`config.mk`:
```
export PLATFORM = sky130hd
export DESIGN_NAME = mont_limb_mult_seq
export DESIGN_NICKNAME = d
export VERILOG_FILES = /design/src/rtl/mont_limb_mult_seq.sv
export SDC_FILE = /design/constraint.sdc
export NUM_CORES = 1
export LEC_CHECK = 0
export BUFFER_PORTS_ARGS = -buffer_cell sky130_fd_sc_hd__buf_4
export CAP_MARGIN = 20
export CORE_MARGIN = 1.5
export CORE_UTILIZATION = 64
export DETAILED_ROUTE_END_ITERATION = 12
export PLACE_DENSITY = 0.93
export SLEW_MARGIN = 25
export SYNTH_ARGS = -nofsm -noshare
export SYNTH_HDL_FRONTEND = slang
export SYNTH_SLANG_ARGS = --single-unit
```
`constraint.sdc`:
```
create_clock -name clk -period 7.17 [get_ports clk]
set_input_delay 1.0755 -clock clk [delete_from_list [all_inputs] [get_ports clk]]
set_output_delay 1.0755 -clock clk [all_outputs]
set_load 0.005 [all_outputs]
```
`src/rtl/mont_limb_mult_seq.sv`:
```
`timescale 1ns/1ps
`default_nettype none
// +----------------------------------------------------------------------------+
// | Module   : mont_limb_mult_seq                                              |
// | Purpose  : Sequencer that forms a wide unsigned product A*B by feeding     |
// |            LIMB_W x LIMB_W limb pairs to an external registered limb       |
// |            multiplier, one pair per cycle, and shift-accumulating the      |
// |            returned 2*LIMB_W-bit partial products into a 2*OPW result.     |
// | Ports    : clk, rst        clock, synchronous active-high reset            |
// |            start, a, b     request and operands (captured on acceptance)   |
// |            busy, done, p   status, one-cycle done pulse, held product      |
// |            mul_d, mul_e    limb operands to the multiplier                 |
// |            mul_f           product returned MUL_LAT cycles later           |
// | Options  : MLS_ZERO_FASTPATH_EN - a zero operand finishes in one cycle     |
// |            without touching the multiplier.                                |
// | Revision : 1.0 - initial release                                           |
// +----------------------------------------------------------------------------+
module mont_limb_mult_seq #(
  parameter int LIMB_W  = 9,
  parameter int NLIMBS  = 4,
  parameter int MUL_LAT = 2
) (
  input  logic                         clk,
  input  logic                         rst,
  input  logic                         start,
  input  logic [LIMB_W*NLIMBS-1:0]     a,
  input  logic [LIMB_W*NLIMBS-1:0]     b,
  output logic                         busy,
  output logic                         done,
  output logic [2*LIMB_W*NLIMBS-1:0]   p,
  output logic [LIMB_W-1:0]            mul_d,
  output logic [LIMB_W-1:0]            mul_e,
  input  logic [2*LIMB_W-1:0]          mul_f
);

  localparam int OPW = LIMB_W * NLIMBS;
  localparam int PW  = 2 * OPW;
  localparam int IW  = (NLIMBS > 1) ? $clog2(NLIMBS) : 1;
  // i+j ranges up to 2*(NLIMBS-1), which always fits in one extra bit.
  localparam int SHW = IW + 1;
  localparam logic [IW-1:0] LAST_IDX = IW'(NLIMBS - 1);

  typedef enum logic [1:0] {
    ST_IDLE  = 2'd0,
    ST_ISSUE = 2'd1,
    ST_DRAIN = 2'd2,
    ST_DONE  = 2'd3
  } state_t;

  state_t                        state_q, state_d;
  logic [OPW-1:0]                a_q, a_d;
  logic [OPW-1:0]                b_q, b_d;
  logic [PW-1:0]                 acc_q, acc_d;
  logic [PW-1:0]                 p_q, p_d;
  logic [IW-1:0]                 i_q, i_d;
  logic [IW-1:0]                 j_q, j_d;
  logic [MUL_LAT-1:0]            tag_vld_q, tag_vld_d;
  logic [MUL_LAT-1:0][SHW-1:0]   tag_sh_q, tag_sh_d;

  logic                          issue;
  logic                          zero_op;
  logic                          tags_pending;
  logic [PW-1:0]                 f_shifted;

  assign issue = (state_q == ST_ISSUE);
  assign busy  = (state_q == ST_ISSUE) || (state_q == ST_DRAIN);
  assign done  = (state_q == ST_DONE);
  assign p     = p_q;

`ifdef MLS_ZERO_FASTPATH_EN
  assign zero_op = (a == '0) || (b == '0);
`else
  assign zero_op = 1'b0;
`endif

  // Limb operands are forced to zero outside ISSUE so the multiplier sees
  // no activity while idle, draining or reporting.
  always_comb begin
    mul_d = '0;
    mul_e = '0;
    if (issue) begin
      mul_d = a_q[int'(i_q)*LIMB_W +: LIMB_W];
      mul_e = b_q[int'(j_q)*LIMB_W +: LIMB_W];
    end
  end

  // Tag pipe runs in lock-step with the multiplier: the last stage carries
  // the shift for whatever product is on mul_f in the current cycle.
  always_comb begin
    tag_vld_d    = '0;
    tag_sh_d     = '0;
    tag_vld_d[0] = issue;
    tag_sh_d[0]  = SHW'(i_q) + SHW'(j_q);
    for (int k = 1; k < MUL_LAT; k++) begin
      tag_vld_d[k] = tag_vld_q[k-1];
      tag_sh_d[k]  = tag_sh_q[k-1];
    end
  end

  // Products still in flight excluding the one consumed this cycle. When
  // this is clear in DRAIN, the final accumulate happens at this edge and
  // DONE can follow immediately.
  always_comb begin
    tags_pending = 1'b0;
    for (int k = 0; k < MUL_LAT - 1; k++) begin
      tags_pending = tags_pending | tag_vld_q[k];
    end
  end

  always_comb begin
    f_shifted = {{(PW-2*LIMB_W){1'b0}}, mul_f} << (int'(tag_sh_q[MUL_LAT-1]) * LIMB_W);
  end

  always_comb begin
    state_d = state_q;
    a_d     = a_q;
    b_d     = b_q;
    i_d     = i_q;
    j_d     = j_q;
    p_d     = p_q;
    acc_d   = tag_vld_q[MUL_LAT-1] ? (acc_q + f_shifted) : acc_q;

    case (state_q)
      ST_IDLE, ST_DONE: begin
        if (start) begin
          a_d     = a;
          b_d     = b;
          acc_d   = '0;
          i_d     = '0;
          j_d     = '0;
          state_d = zero_op ? ST_DONE : ST_ISSUE;
        end else begin
          state_d = ST_IDLE;
        end
      end
      ST_ISSUE: begin
        // j is the inner index; pair (N-1,N-1) is the last issue.
        if (j_q == LAST_IDX) begin
          j_d = '0;
          if (i_q == LAST_IDX) begin
            state_d = ST_DRAIN;
          end else begin
            i_d = i_q + IW'(1);
          end
        end else begin
          j_d = j_q + IW'(1);
        end
      end
      ST_DRAIN: begin
        if (!tags_pending) begin
          state_d = ST_DONE;
        end
      end
      default: begin
        state_d = ST_IDLE;
      end
    endcase

    // p is loaded with the completed sum on entry to DONE and then held.
    if (state_d == ST_DONE) begin
      p_d = acc_d;
    end
  end

  always_ff @(posedge clk) begin
    if (rst) begin
      state_q   <= ST_IDLE;
      a_q       <= '0;
      b_q       <= '0;
      acc_q     <= '0;
      p_q       <= '0;
      i_q       <= '0;
      j_q       <= '0;
      tag_vld_q <= '0;
      tag_sh_q  <= '0;
    end else begin
      state_q   <= state_d;
      a_q       <= a_d;
      b_q       <= b_d;
      acc_q     <= acc_d;
      p_q       <= p_d;
      i_q       <= i_d;
      j_q       <= j_d;
      tag_vld_q <= tag_vld_d;
      tag_sh_q  <= tag_sh_d;
    end
  end

endmodule
`default_nettype wire

```
# Word-level counts from Yosys, hierarchy flattened
# Cells that the tools add are included.
[totals]
register_bits = 230
latch_bits = 0
ram_bits = 0
mem_bits_ro = 0
input_bits = 93
out_inout_bits = 92
elab_cells = 52
n_memories = 0
[classes]
add_sub_neg = 4
mul = 3
n_div = 0
order_cmp = 0
eq_ne = 9
shifts = 3
n_mux = 16
n_bitwise = 0
reduce_logical = 7
[ops]
columns = ["operator", "n"]
rows = [
  ["two-way mux 72 bit", 3],
  ["adder 72 bit", 1],
  ["variable part select 36 x 7 -> 9 bit", 2],
  ["left shift 18 x 7 -> 72 bit", 1],
  ["two-way mux 9 bit", 2],
  ["two-way mux 2 bit", 7],
  ["multiplier 2 x 4 -> 6 bit, second input constant", 2],
  ["== test 2 bit, second input constant", 5],
  ["one-hot mux 2 bit (2 select lines)", 2],
  ["multiplier 3 x 4 -> 7 bit, second input constant", 1],
  ["one-hot mux 2 bit (3 select lines)", 1],
  ["adder 2 x 1 -> 2 bit, second input constant", 2],
  ["inequality test 2 bit, second input constant", 2],
  ["AND reduction 2 bit", 2],
  ["AND reduction 4 bit", 1],
  ["adder 2 x 2 -> 3 bit", 1],
  ["== test 2 x 1 -> 1 bit, second input constant", 1],
  ["zero test 2 bit", 1],
  ["inequality test 2 x 1 -> 1 bit, second input constant", 1],
  ["nonzero test 2 bit", 1],
  ["OR reduction 2 bit", 1],
  ["logical OR 1 bit", 1],
  ["two-way mux 1 bit", 1],
]

# Depth between registers and ports, before layout
# Gate-level depths: netlist (run 1).
[depth]
depth_word = 6
mapped_depth = 21
mapped_depth_nobuf = 18

# Worst setup path before layout (run 1)
# Ideal clock, no wire load.
[synth_timing]
path_type = "input to register"
from = "input mul_f[9]"
to = "register p_q[71] (netlist: p[71])"
setup_time_ns = 0.127
arrival_ns = 4.384
required_ns = 7.043
path_slack_ns = 2.659
stages = 17
n_path_buf = 1
path_cell_list = "nor2b_1 a21oi_1 nor2b_1 a31oi_1 o21ai_0 nor2_1 ha_1 buf_4 nand4_4 nor4_2 or3b_1 o41ai_4 a31oi_2 o21a_1 o31a_1 xnor2_1 o21ai_1"
[synth_via]
elab_chain_cells = 5
[synth_lines]
columns = ["element", "line", "text"]
rows = [
  ["start: declaration", "33", "input logic [2*LIMB_W-1:0] mul_f"],
  ["left shift 18 x 7 -> 72 bit *", "111", "f_shifted = {{(PW-2*LIMB_W){1'b0}}, mul_f} << (int'(tag_sh_q[MUL_LAT-1]) * LIMB_W);"],
  ["adder 72 bit *", "121", "acc_d = tag_vld_q[MUL_LAT-1] ? (acc_q + f_shifted) : acc_q;"],
  ["two-way mux 72 bit *", "121", ""],
  ["two-way mux 72 bit", "125", "if (start) begin"],
  ["two-way mux 72 bit *", "123", "case (state_q)"],
  ["end signal: assignment", "181", "p_q <= p_d;"],
  ["end: declaration", "54", "logic [PW-1:0] p_q, p_d;"],
]
# Every way passes the cells marked *; elsewhere a longest branch is shown, timed or not.
# A chain may end at the register's enable or synchronous reset.

# Worst setup path after layout (run 1)
[layout_timing]
from = "register tag_sh_q[5] (netlist name)"
to = "register p_q[36] (netlist: p[36])"
[layout_via]
elab_chain_cells = 6
[layout_lines]
columns = ["element", "line", "text"]
rows = [
  ["start: declaration", "58", "logic [MUL_LAT-1:0][SHW-1:0] tag_sh_q, tag_sh_d;"],
  ["start signal: assignment", "185", "tag_sh_q <= tag_sh_d;"],
  ["multiplier 3 x 4 -> 7 bit *", "111", ""],
  ["left shift 18 x 7 -> 72 bit *", "111", ""],
  ["adder 72 bit *", "121", ""],
  ["two-way mux 72 bit *", "121", ""],
  ["two-way mux 72 bit", "125", ""],
  ["two-way mux 72 bit *", "123", ""],
]
# Marks and branches as above.

==> results of run 1 <==
-- layer usage --
metal / part of all wire (%) / track usage (%)
met1: 39 / 47.5
met2: 46 / 63.7
met3: 10 / 7.80
met4: 4.9 / 18.3
met5: 0 / 0
-- power groups by stage --
stage / Sequential, mW / Clock, mW / Combinational, mW
6_report: 1.33 / 1.25 / 0.254
5_1_grt: 1.33 / 1.31 / 0.271
4_1_cts: 1.33 / 1.26 / 0.247
3_5_place_dp: 1.35 / 0 / 0.241
3_3_place_gp: 1.35 / 0 / 0.236
2_1_floorplan: 1.34 / 0 / 0.155
-- worst max-delay path, stage by stage, from the launching register on --
cell and delay [ps]:
dfxtp_1 620, nor3_1 930, and2_1 300, ha_1 250, fa_1 280, a211oi_1 130, o21ai_1 160, o211a_1 230
a41o_1 280, a41oi_2 210, o41ai_4 530, a21boi_1 250, o21ai_1 320, xor2_1 120, mux2i_1 230, o21ai_1 90
-- logic make-up after synthesis --
group / count (synthesis) / share of synthesized area [%]
AO/OA/AOI/OAI: 503 / 21.8
buffers and inverters: 167 / 4.64
multiplexers: 83 / 7.88
AND/OR/NAND/NOR: 690 / 21.9
adder cells (fa/ha/maj): 80 / 7.20
XOR/XNOR: 62 / 3.85
flip-flops: 230 / 32.6
-- flip-flops by register name (all words and copies together) (netlist names) --
signal / flops
acc_q: 72
p: 72
a_q: 36
b_q: 36
tag_sh_d: 3
tag_sh_q: 3
i_q: 2
j_q: 2
state_q: 2
tag_vld_q: 2
-- area by class of cell --
cell class	count	area (µm²)
inverter	36	135
multi-input combinational	1418	8850
clock inverter	6	63.8
timing repair buffer	195	1470
sequential	230	4610
clock buffer	38	714
fill	1636	5490
tap	280	350
-- worst max-delay path by stage --
stage | endpoint | slack, ps | cells past startpoint
final | p[36]$_SDFFE_PP0N_ | 2060 | 15
after global routing | p[71]$_SDFFE_PP0N_ | 1830 | 13
after CTS | acc_q[71]$_SDFF_PP0_ | 2190 | 13
after detailed placement | acc_q[71]$_SDFF_PP0_ | 2050 | 14
after global placement | acc_q[71]$_SDFF_PP0_ | 2120 | 16
after floorplan | p[71]$_SDFFE_PP0N_ | 2660 | 17
-- cell usage in the layout (no fill, tap or decap), types with 38 or more instances in the layout --
cell     Yosys  layout
a21o_1      38      38
a21oi_1    221     221
and2_1      43      42
buf_4        4     194
dfxtp_1    230     229
ha_1        78      78
mux2i_1     57      57
nand2_1    309     308
nor2_1     173     172
o21ai_0     69      69
-- stage by stage --
step	hold slack, ps	instances
after floorplan	410	1815
after global placement	427	2159
after detailed placement	435	2159
after CTS	448	2203
after global routing	462	2203
final	450	2203
==> summary.md, run 1 <==
| Metric | Value |
|---|---|
| Status | complete, no violations |
| Final min period | 5110 ps |
| Hold Path Stages | 2 |
| Vias in the first global route | 13100 |
| Design Power | 2.82 mW |
| Hold Crit Class | reg -> reg |
| Die Footprint | 22900 µm² |
| DRT Wirelength | 44.6 mm |
| Final Hold Vio Count | 0 |
| Initial antenna violation count | 0 |
| Violation count after the first detailed-routing iteration | 991 |
| Fraction of layout cells with a size suffix above 1 | 14.6% |
| Post-synthesis cell count | 1815 |
| CP Class | reg -> reg |
| Reg-to-reg slack, setup | 2060 ps |
| First-pass GRT wire length | 68.5 mm |
| Post-synthesis async set-or-reset flop share | 0% |
| GRT Total Usage | 38.4% |
| Placer Congestion | 0.998 |
| Top cells by area, synth | dfxtp_1 (33%), nand2_1 (8.2%), a21oi_1 (7.8%) |
| Grt total ovfl | 0 |
| Critical Path Source | tag_sh_q[5]$_SDFF_PP0_ |
| Combinational share of power | 9.0% |
| Worst hold endpoint | p[52]$_SDFFE_PP0N_ |
| Post-Syn Area | 14100 µm² |
| Standard-cell rows | 54 |
| Vias post-DR | 13900 |
| P_leak | 6.69 nW |
| Num CTS Buffers | 24 |
| Worst EP required | 7550 ps |
| Most common cell in the synthesized netlist | nand2_1 |
| Critical R2R Capture | p[36]$_SDFFE_PP0N_ |
| Average wire per standard cell | 20.2 µm |
| HPWL Detailed | 32.1 mm |
| CTS tree | built |
| Fmax | 196 MHz |
| Boundary pin count | 185 |
| Post-route DRC | 0 |
| Worst endpoint data arrival time | 5490 ps |
| Distinct cell type count after synthesis | 74 |
| First-pass DRT Iterations | 6 |
| CTS max path bufs | 3 |
| Pins Over Slew Limit | 0 |
| Antenna-violating nets left | 0 |
| Seq pwr share | 46.9% |
| Synth cell count leaders | nand2_1 (309), dfxtp_1 (230), a21oi_1 (221), nor2_1 (173), clkbuf_1 (112) |
| Synth top area share | 32.6% |
| Count of warnings emitted by yosys | 0 |
| Sw frac | 24.7% |
| Critical path capture point type | register |
| Sink Count | 230 |
| Clk_lat worst skew | 530 ps |
| Design area | 16200 µm² |
| Initial Util | 65.0% |
| Setup Skew | 21.2 ps |
| Die H | 151 µm |
| Final WS setup | 2060 ps |
| CP Max Fanout | 25 |
| Setup_tns | 0 ps |
| CTS Hold Buffers Added | 0 |
| Final core utilization | 74.7% |
| Final period util | 71.3% |
| RSZ-0062 raised after global routing | false |
| H-tree levels | 1 |
| Clock power share | 44.1% |
| Core area | 21700 µm² |
| Mean post-synth cell area | 7.77 µm² |
| # Post-CTS Setup Buffers | 0 |
| DP Worst Slack | 2050 ps |
| Hold_sp | p[52]$_SDFFE_PP0N_ |
| Max cap viols | 0 |
| Dpl cell area | 15400 µm² |
| Root Buffer Master | clkbuf_16 |
| Mapped Nets | 1988 |
| Antenna fix cells | 0 |
| Max-slew headroom | 34.7% |
| Sequential area share after synthesis | 32.6% |
| Worst Setup Start Kind | register |
| Post-CTS sizing | 0 |
| Predominant post-synthesis flop cell | dfxtp_1 |
| #FFs+latches synth | 230 |
| Worst vdd ir | 0.000202 V |
| Nets | 2078 |
| Die X | 151 µm |
| Power Dens Cells | 174 nW/µm² |
| Drt via density | 6.32 |
| Cells on worst reg2reg path | 15 |
| NetSw | 0.698 mW |
| Post-synth EDFFs | 0 |
| Area growth from synthesis to layout | 14.8% |
| Largest area contributor in the netlist | dfxtp_1 |
| Number of port buffers | 184 |
| # setup viols final | 0 |
| Worst-Margin Slew | 972 ps |
| Pin count of the biggest net entering global routing | 113 |
| Crit Reg-Reg Startpoint | tag_sh_q[5]$_SDFF_PP0_ |
| Reg clk slew, reported paths | 60 ps |
| Int Pwr | 2.13 mW |
(Power assumes the default switching activity.)
==> run 2: changes to the inputs <==
CORE_UTILIZATION = 59   (was 64)
PLACE_DENSITY = 0.87   (was 0.93)
clock period = 5.15 ns   (was 7.17 ns; I/O delays follow)
==> run 2 against run 1 <==
Against the previous run:
- highest routed layer unchanged
- first-iteration DRC count grew 38%
- clock-buffer cell count decreased by 8
- flip-flop and latch count stayed put
- clock skew rose by 7.9 ps
- cell count increased by 3.1%
- worst hold slack got worse by 23 ps
- global-route usage down 2.9 points
- core utilization shrank 4.5 points
- cell area up 1.7%
- die area rose by 8.3%
==> summary.md, run 2 (same netlist as run 1, synthesis figures left out) <==
| Metric | Value |
|---|---|
| Status | complete, no violations |
| DRT Wirelength | 44.5 mm |
| Sink Count | 230 |
| Die H | 158 µm |
| Post-CTS sizing | 0 |
| CP delay by family, top | compound AO/OA/AOI/OAI gates |
| Core area | 23500 µm² |
| Num CTS Buffers | 24 |
| Initial Util | 60.1% |
| Root Buffer Master | clkbuf_16 |
| CTS tree | built |
| Slowest CP cell | dfxtp_1 |
| RSZ-0062 raised after global routing | false |
| Drt via density | 6.10 |
| # Post-CTS Setup Buffers | 0 |
| Most frequent cells in the layout | nand2_1 (308), dfxtp_1 (229), buf_4 (224) |
| Number of port buffers | 184 |
| Worst-path cell chain | nor3_1 -> and2_1 -> ha_1 -> fa_1 -> a211oi_1 -> o21ai_1 -> o211a_1 -> a41o_1 -> a41oi_2 -> o21ai_1 -> a31oi_1 -> and2_1 -> o221ai_2 -> mux2i_1 -> a211o_1 |
| Fill cells | 1916 |
| P_leak | 6.84 nW |
| Area growth from synthesis to layout | 16.8% |
| Worst-Margin Slew | 892 ps |
| Critical path capture point type | register |
| Commonest non-fill, non-tap cell in the layout | nand2_1 |
| Average wire per standard cell | 19.6 µm |
| Final period util | 91.5% |
| Nets | 2107 |
| Setup_tns | 0 ps |
| Grt total ovfl | 0 |
| Die X | 158 µm |
| DP Worst Slack | 399 ps |
| Standard-cell rows | 56 |
| Dpl cell area | 15700 µm² |
| Antenna-violating nets left | 0 |
| CP peak stage delay | 700 ps |
| # setup viols final | 0 |
| Multi-input gate area | 8860 µm² |
| HPWL Detailed | 33.5 mm |
| Clk_lat worst skew | 540 ps |
| Setup Skew | 29.1 ps |
| CTS Hold Buffers Added | 0 |
| H-tree levels | 1 |
| Power Dens Cells | 239 nW/µm² |
| First-pass DRT Iterations | 6 |
| Violation count after the first detailed-routing iteration | 1363 |
| Worst vdd ir | 0.000274 V |
| Placer Congestion | 1.00 |
| Fmax | 212 MHz |
| Vias in the first global route | 13000 |
| Max cap viols | 0 |
| Max-slew headroom | 40.5% |
| Design Power | 3.94 mW |
| Final min period | 4710 ps |
| CP Max Fanout | 16 |
| Dpl cells | 2227 |
| Pins Over Slew Limit | 0 |
| Worst Setup Start Kind | register |
| Initial antenna violation count | 2 |
| Boundary pin count | 185 |
| Non-Filler Instances | 2271 |
| Design area | 16500 µm² |
| Final WS setup | 439 ps |
| Crit path buf inv count | 0 |
| Pin count of the biggest net entering global routing | 78 |
| Final Hold Vio Count | 0 |
| Hold Crit Class | reg -> reg |
| GRT Total Usage | 35.5% |
| Fraction of layout cells with a size suffix above 1 | 16.1% |
| Worst endpoint data arrival time | 5140 ps |
| Reg clk slew, reported paths | 70 ps |
| Vias post-DR | 13800 |
| Worst EP required | 5570 ps |
| First-pass GRT wire length | 68.8 mm |
| CP Class | reg -> reg |
| Post-route DRC | 0 |
| Sequential Area | 4610 µm² |
| CTS max path bufs | 3 |
| Die Footprint | 24800 µm² |
run 2: changes by cell type in the layout (fill, tap and decap cells not counted), sizes merged:
cell	previous run	this run
buf	195	224
clkbuf	38	30
clkinvlp	2	4
inv	37	36
clkinv	2	6
diode	0	2
bufinv	1	2
run 2: power by group:
group	total (mW)	leakage [nW]	internal (mW)	switching, mW
registers	1.84	1.87	1.82	0.0267
clock network	1.75	0.376	1.00	0.750
logic	0.349	4.59	0.144	0.204
total	3.94	6.84	2.96	0.981
run 2: worst reg2reg max path, cell delays in order (launching register included):
cell and delay (ps):
dfxtp_1 700, nor3_1 260, and2_1 270, ha_1 230
fa_1 420, a211oi_1 340, o21ai_1 120, o211a_1 180
a41o_1 310, a41oi_2 380, o21ai_1 230, a31oi_1 270
and2_1 270, o221ai_2 160, mux2i_1 170, a211o_1 280
run 2: layer usage:
| layer | up-vias | GRT usage (%) | part of all wire [%] |
|---|---|---|---|
| met5 | - | 0 | 0 |
| met3 | 96 | 8.51 | 9.6 |
| met1 | 6464 | 46.0 | 41 |
| met4 | 0 | 12.0 | 3.3 |
| li1 | 6623 | - | - |
| met2 | 661 | 57.9 | 46 |
run 2: worst paths after layout:
check        cells after the start                     from                       to  slack [ps]
min reg2reg                      2  tag_vld_q[0]$_SDFF_PP0_  tag_vld_q[1]$_SDFF_PP0_         430
min                              2  tag_vld_q[0]$_SDFF_PP0_  tag_vld_q[1]$_SDFF_PP0_         430
max                             15   tag_sh_q[3]$_SDFF_PP0_       p[66]$_SDFFE_PP0N_         440
max reg2reg                     15   tag_sh_q[3]$_SDFF_PP0_       p[66]$_SDFFE_PP0N_         440
run 2: cell type report:
class	instances	area share [%]
Inverter	36	0.820
Antenna cell	2	0.0304
Clock inverter	12	0.820
Clock buffer	30	3.96
Multi-Input combinational cell	1418	53.8
Timing Repair Buffer	224	10.2
Tap cell	319	2.42
Sequential cell	230	28.0
run 2: per-stage QoR:
stage / hold slack, ps / utilization (%)
after global routing: 440 / 70.2
final: 428 / 70.2
after global placement: 412 / 66.8
after detailed placement: 428 / 66.8
after floorplan: 410 / -
after CTS: 433 / 70.2
==> run 3: changes to the inputs <==
PLACE_DENSITY = 0.8   (was 0.87)
==> run 3 against run 2 <==
Against the previous run:
- clock power up 5%
- flip-flop and latch count unchanged
- critical path depth up 1
- power up 2.0%
- sequential power about the same
- via count down 1.1%
- cell count unchanged
- clock skew down 16 ps
- non-clock buffer count down 1
- critical path type unchanged
- critical endpoint unchanged
==> summary.md, run 3 (same netlist as run 1, synthesis figures left out) <==
| Metric | Value |
|---|---|
| Power Dens Cells | 243 nW/µm² |
| Average wire per standard cell | 18.9 µm |
| # setup viols final | 0 |
| GRT Total Usage | 34.0% |
| Setup Skew | 13.5 ps |
| Max cap viols | 0 |
| Antenna fix cells | 0 |
| Critical R2R Capture | p[66]$_SDFFE_PP0N_ |
| RSZ-0062 raised after global routing | false |
| Cells on worst reg2reg path | 16 |
| Die Footprint | 24800 µm² |
| Reg-to-reg slack, setup | 230 ps |
| Vias post-DR | 13700 |
| Area growth from synthesis to layout | 17.1% |
| Crit path buf inv count | 1 |
| Worst Setup Start Kind | register |
| CTS Hold Buffers Added | 0 |
| Core area | 23500 µm² |
| Clk_lat worst skew | 530 ps |
| Grt total ovfl | 0 |
| Boundary pin count | 185 |
| Post-CTS sizing | 0 |
| Worst EP required | 5570 ps |
| CP endpoint | p[66]$_SDFFE_PP0N_ |
| Placer Congestion | 1.02 |
| Sink Count | 230 |
| Worst endpoint data arrival time | 5340 ps |
| Worst-Margin Slew | 1060 ps |
| Final min period | 4920 ps |
| Standard-cell rows | 56 |
| CP Class | reg -> reg |
| Max-slew headroom | 29.2% |
| DRT Wirelength | 42.9 mm |
| First-pass GRT wire length | 67.2 mm |
| Combinational share of power | 8.6% |
| P_leak | 6.87 nW |
| Clock power share | 45.5% |
| # Post-CTS Setup Buffers | 0 |
| Sw frac | 24.2% |
| Reg clk slew, reported paths | 60 ps |
| Die H | 158 µm |
| Die X | 158 µm |
| Int Pwr | 3.05 mW |
| Commonest non-fill, non-tap cell in the layout | nand2_1 |
| Setup_tns | 0 ps |
| Hold_sp | tag_vld_q[0]$_SDFF_PP0_ |
| Pins Over Slew Limit | 0 |
| Number of port buffers | 184 |
| Fraction of layout cells with a size suffix above 1 | 16.1% |
| Num CTS Buffers | 25 |
| Most frequent cells in the layout | nand2_1 (308), dfxtp_1 (229), a21oi_1 (221), buf_4 (221), nor2_1 (172) |
| Final period util | 95.6% |
| CP Depth | 16 |
| Critical Path Source | tag_sh_q[5]$_SDFF_PP0_ |
| HPWL Detailed | 31.8 mm |
| First-pass DRT Iterations | 5 |
| CP Max Fanout | 18 |
| CTS tree | built |
| Final Hold Vio Count | 0 |
| H-tree levels | 1 |
| Drt via density | 6.03 |
| CP delay by family, top | compound AO/OA/AOI/OAI gates |
| Nets | 2107 |
| CTS max path bufs | 3 |
| Vias in the first global route | 12800 |
| Worst-path cell chain | nor3_1 -> and2_1 -> ha_1 -> fa_1 -> a211oi_1 -> o21ai_1 -> o211a_1 -> a41o_1 -> a41oi_2 -> o21ai_1 -> buf_4 -> a31oi_1 -> and2_1 -> o221ai_2 -> mux2i_1 -> a211o_1 |
| Pin count of the biggest net entering global routing | 113 |
| Post-route DRC | 0 |
| Initial antenna violation count | 0 |
| Hold Crit Class | reg -> reg |
| Initial Util | 60.1% |
| Worst vdd ir | 0.000293 V |
| Violation count after the first detailed-routing iteration | 1060 |
| Final core utilization | 70.4% |
| Seq pwr share | 45.9% |
| Critical path capture point type | register |
| Crit Reg-Reg Startpoint | tag_sh_q[5]$_SDFF_PP0_ |
| NetSw | 0.973 mW |
| CP peak stage delay | 830 ps |
| Root Buffer Master | clkbuf_16 |
| Status | complete, no violations |
| Antenna-violating nets left | 0 |
| Slowest CP cell | dfxtp_1 |
| Fmax | 203 MHz |
[run 3: changes by cell type in the layout (fill, tap and decap cells not counted), sizes merged]
cell / before / now
buf: 224 / 223
bufinv: 2 / 3
clkbuf: 30 / 32
clkinv: 6 / 7
clkinvlp: 4 / 2
diode: 2 / 0
inv: 36 / 37
[run 3: area by class of cell]
class                      instances  area [µm²]
tap                              319         399
multi-input combinational       1418        8850
inverter                          36         135
clock buffer                      32         682
fill                            1923        6950
clock inverter                    13         153
sequential                       230        4610
timing repair buffer             223        1690
[run 3: routing by layer]
metal  vias to the layer above  wire [µm]  track usage (%)
met2                       586      20100             57.4
met4                         0       1400             11.5
met5                         -          0                0
met1                      6402      18000             44.0
li1                       6607          -                -
met3                        92       3430             5.72
[run 3: worst min path at each step]
| stage | endpoint | cells after the start |
|---|---|---|
| 2_1_floorplan | tag_vld_q[1]$_SDFF_PP0_ | 2 |
| 3_3_place_gp | tag_vld_q[1]$_SDFF_PP0_ | 2 |
| 3_5_place_dp | tag_vld_q[1]$_SDFF_PP0_ | 2 |
| 4_1_cts | tag_vld_q[1]$_SDFF_PP0_ | 2 |
| 5_1_grt | tag_vld_q[1]$_SDFF_PP0_ | 2 |
| 6_report | tag_vld_q[1]$_SDFF_PP0_ | 2 |
[run 3: power by group through the flow]
stage	Combinational, mW	Clock (mW)	Sequential (mW)
CTS	0.342	1.84	1.85
detailed placement	0.338	0	1.88
global placement	0.332	0	1.88
floorplan	0.215	0	1.87
finish	0.345	1.83	1.84
global route	0.374	1.93	1.85
[run 3: metrics by stage]
| stage | cell area (µm²) | power, mW | worst slack (ps) | hold slack [ps] | cells |
|---|---|---|---|---|---|
| 2_1_floorplan | 14100 | 2.08 | 871 | 410 | 1815 |
| 3_3_place_gp | 15700 | 2.21 | 337 | 410 | 2226 |
| 3_5_place_dp | 15700 | 2.22 | 296 | 416 | 2226 |
| 4_1_cts | 16500 | 4.03 | 324 | 426 | 2271 |
| 5_1_grt | 16500 | 4.15 | 36.3 | 447 | 2271 |
| 6_report | 16500 | 4.02 | 229 | 427 | 2271 |
[run 3: worst min-delay path: stages (launching register included)]
cell	delay, ps
dfxtp_1	300
inv_1	50
nor2_1	40
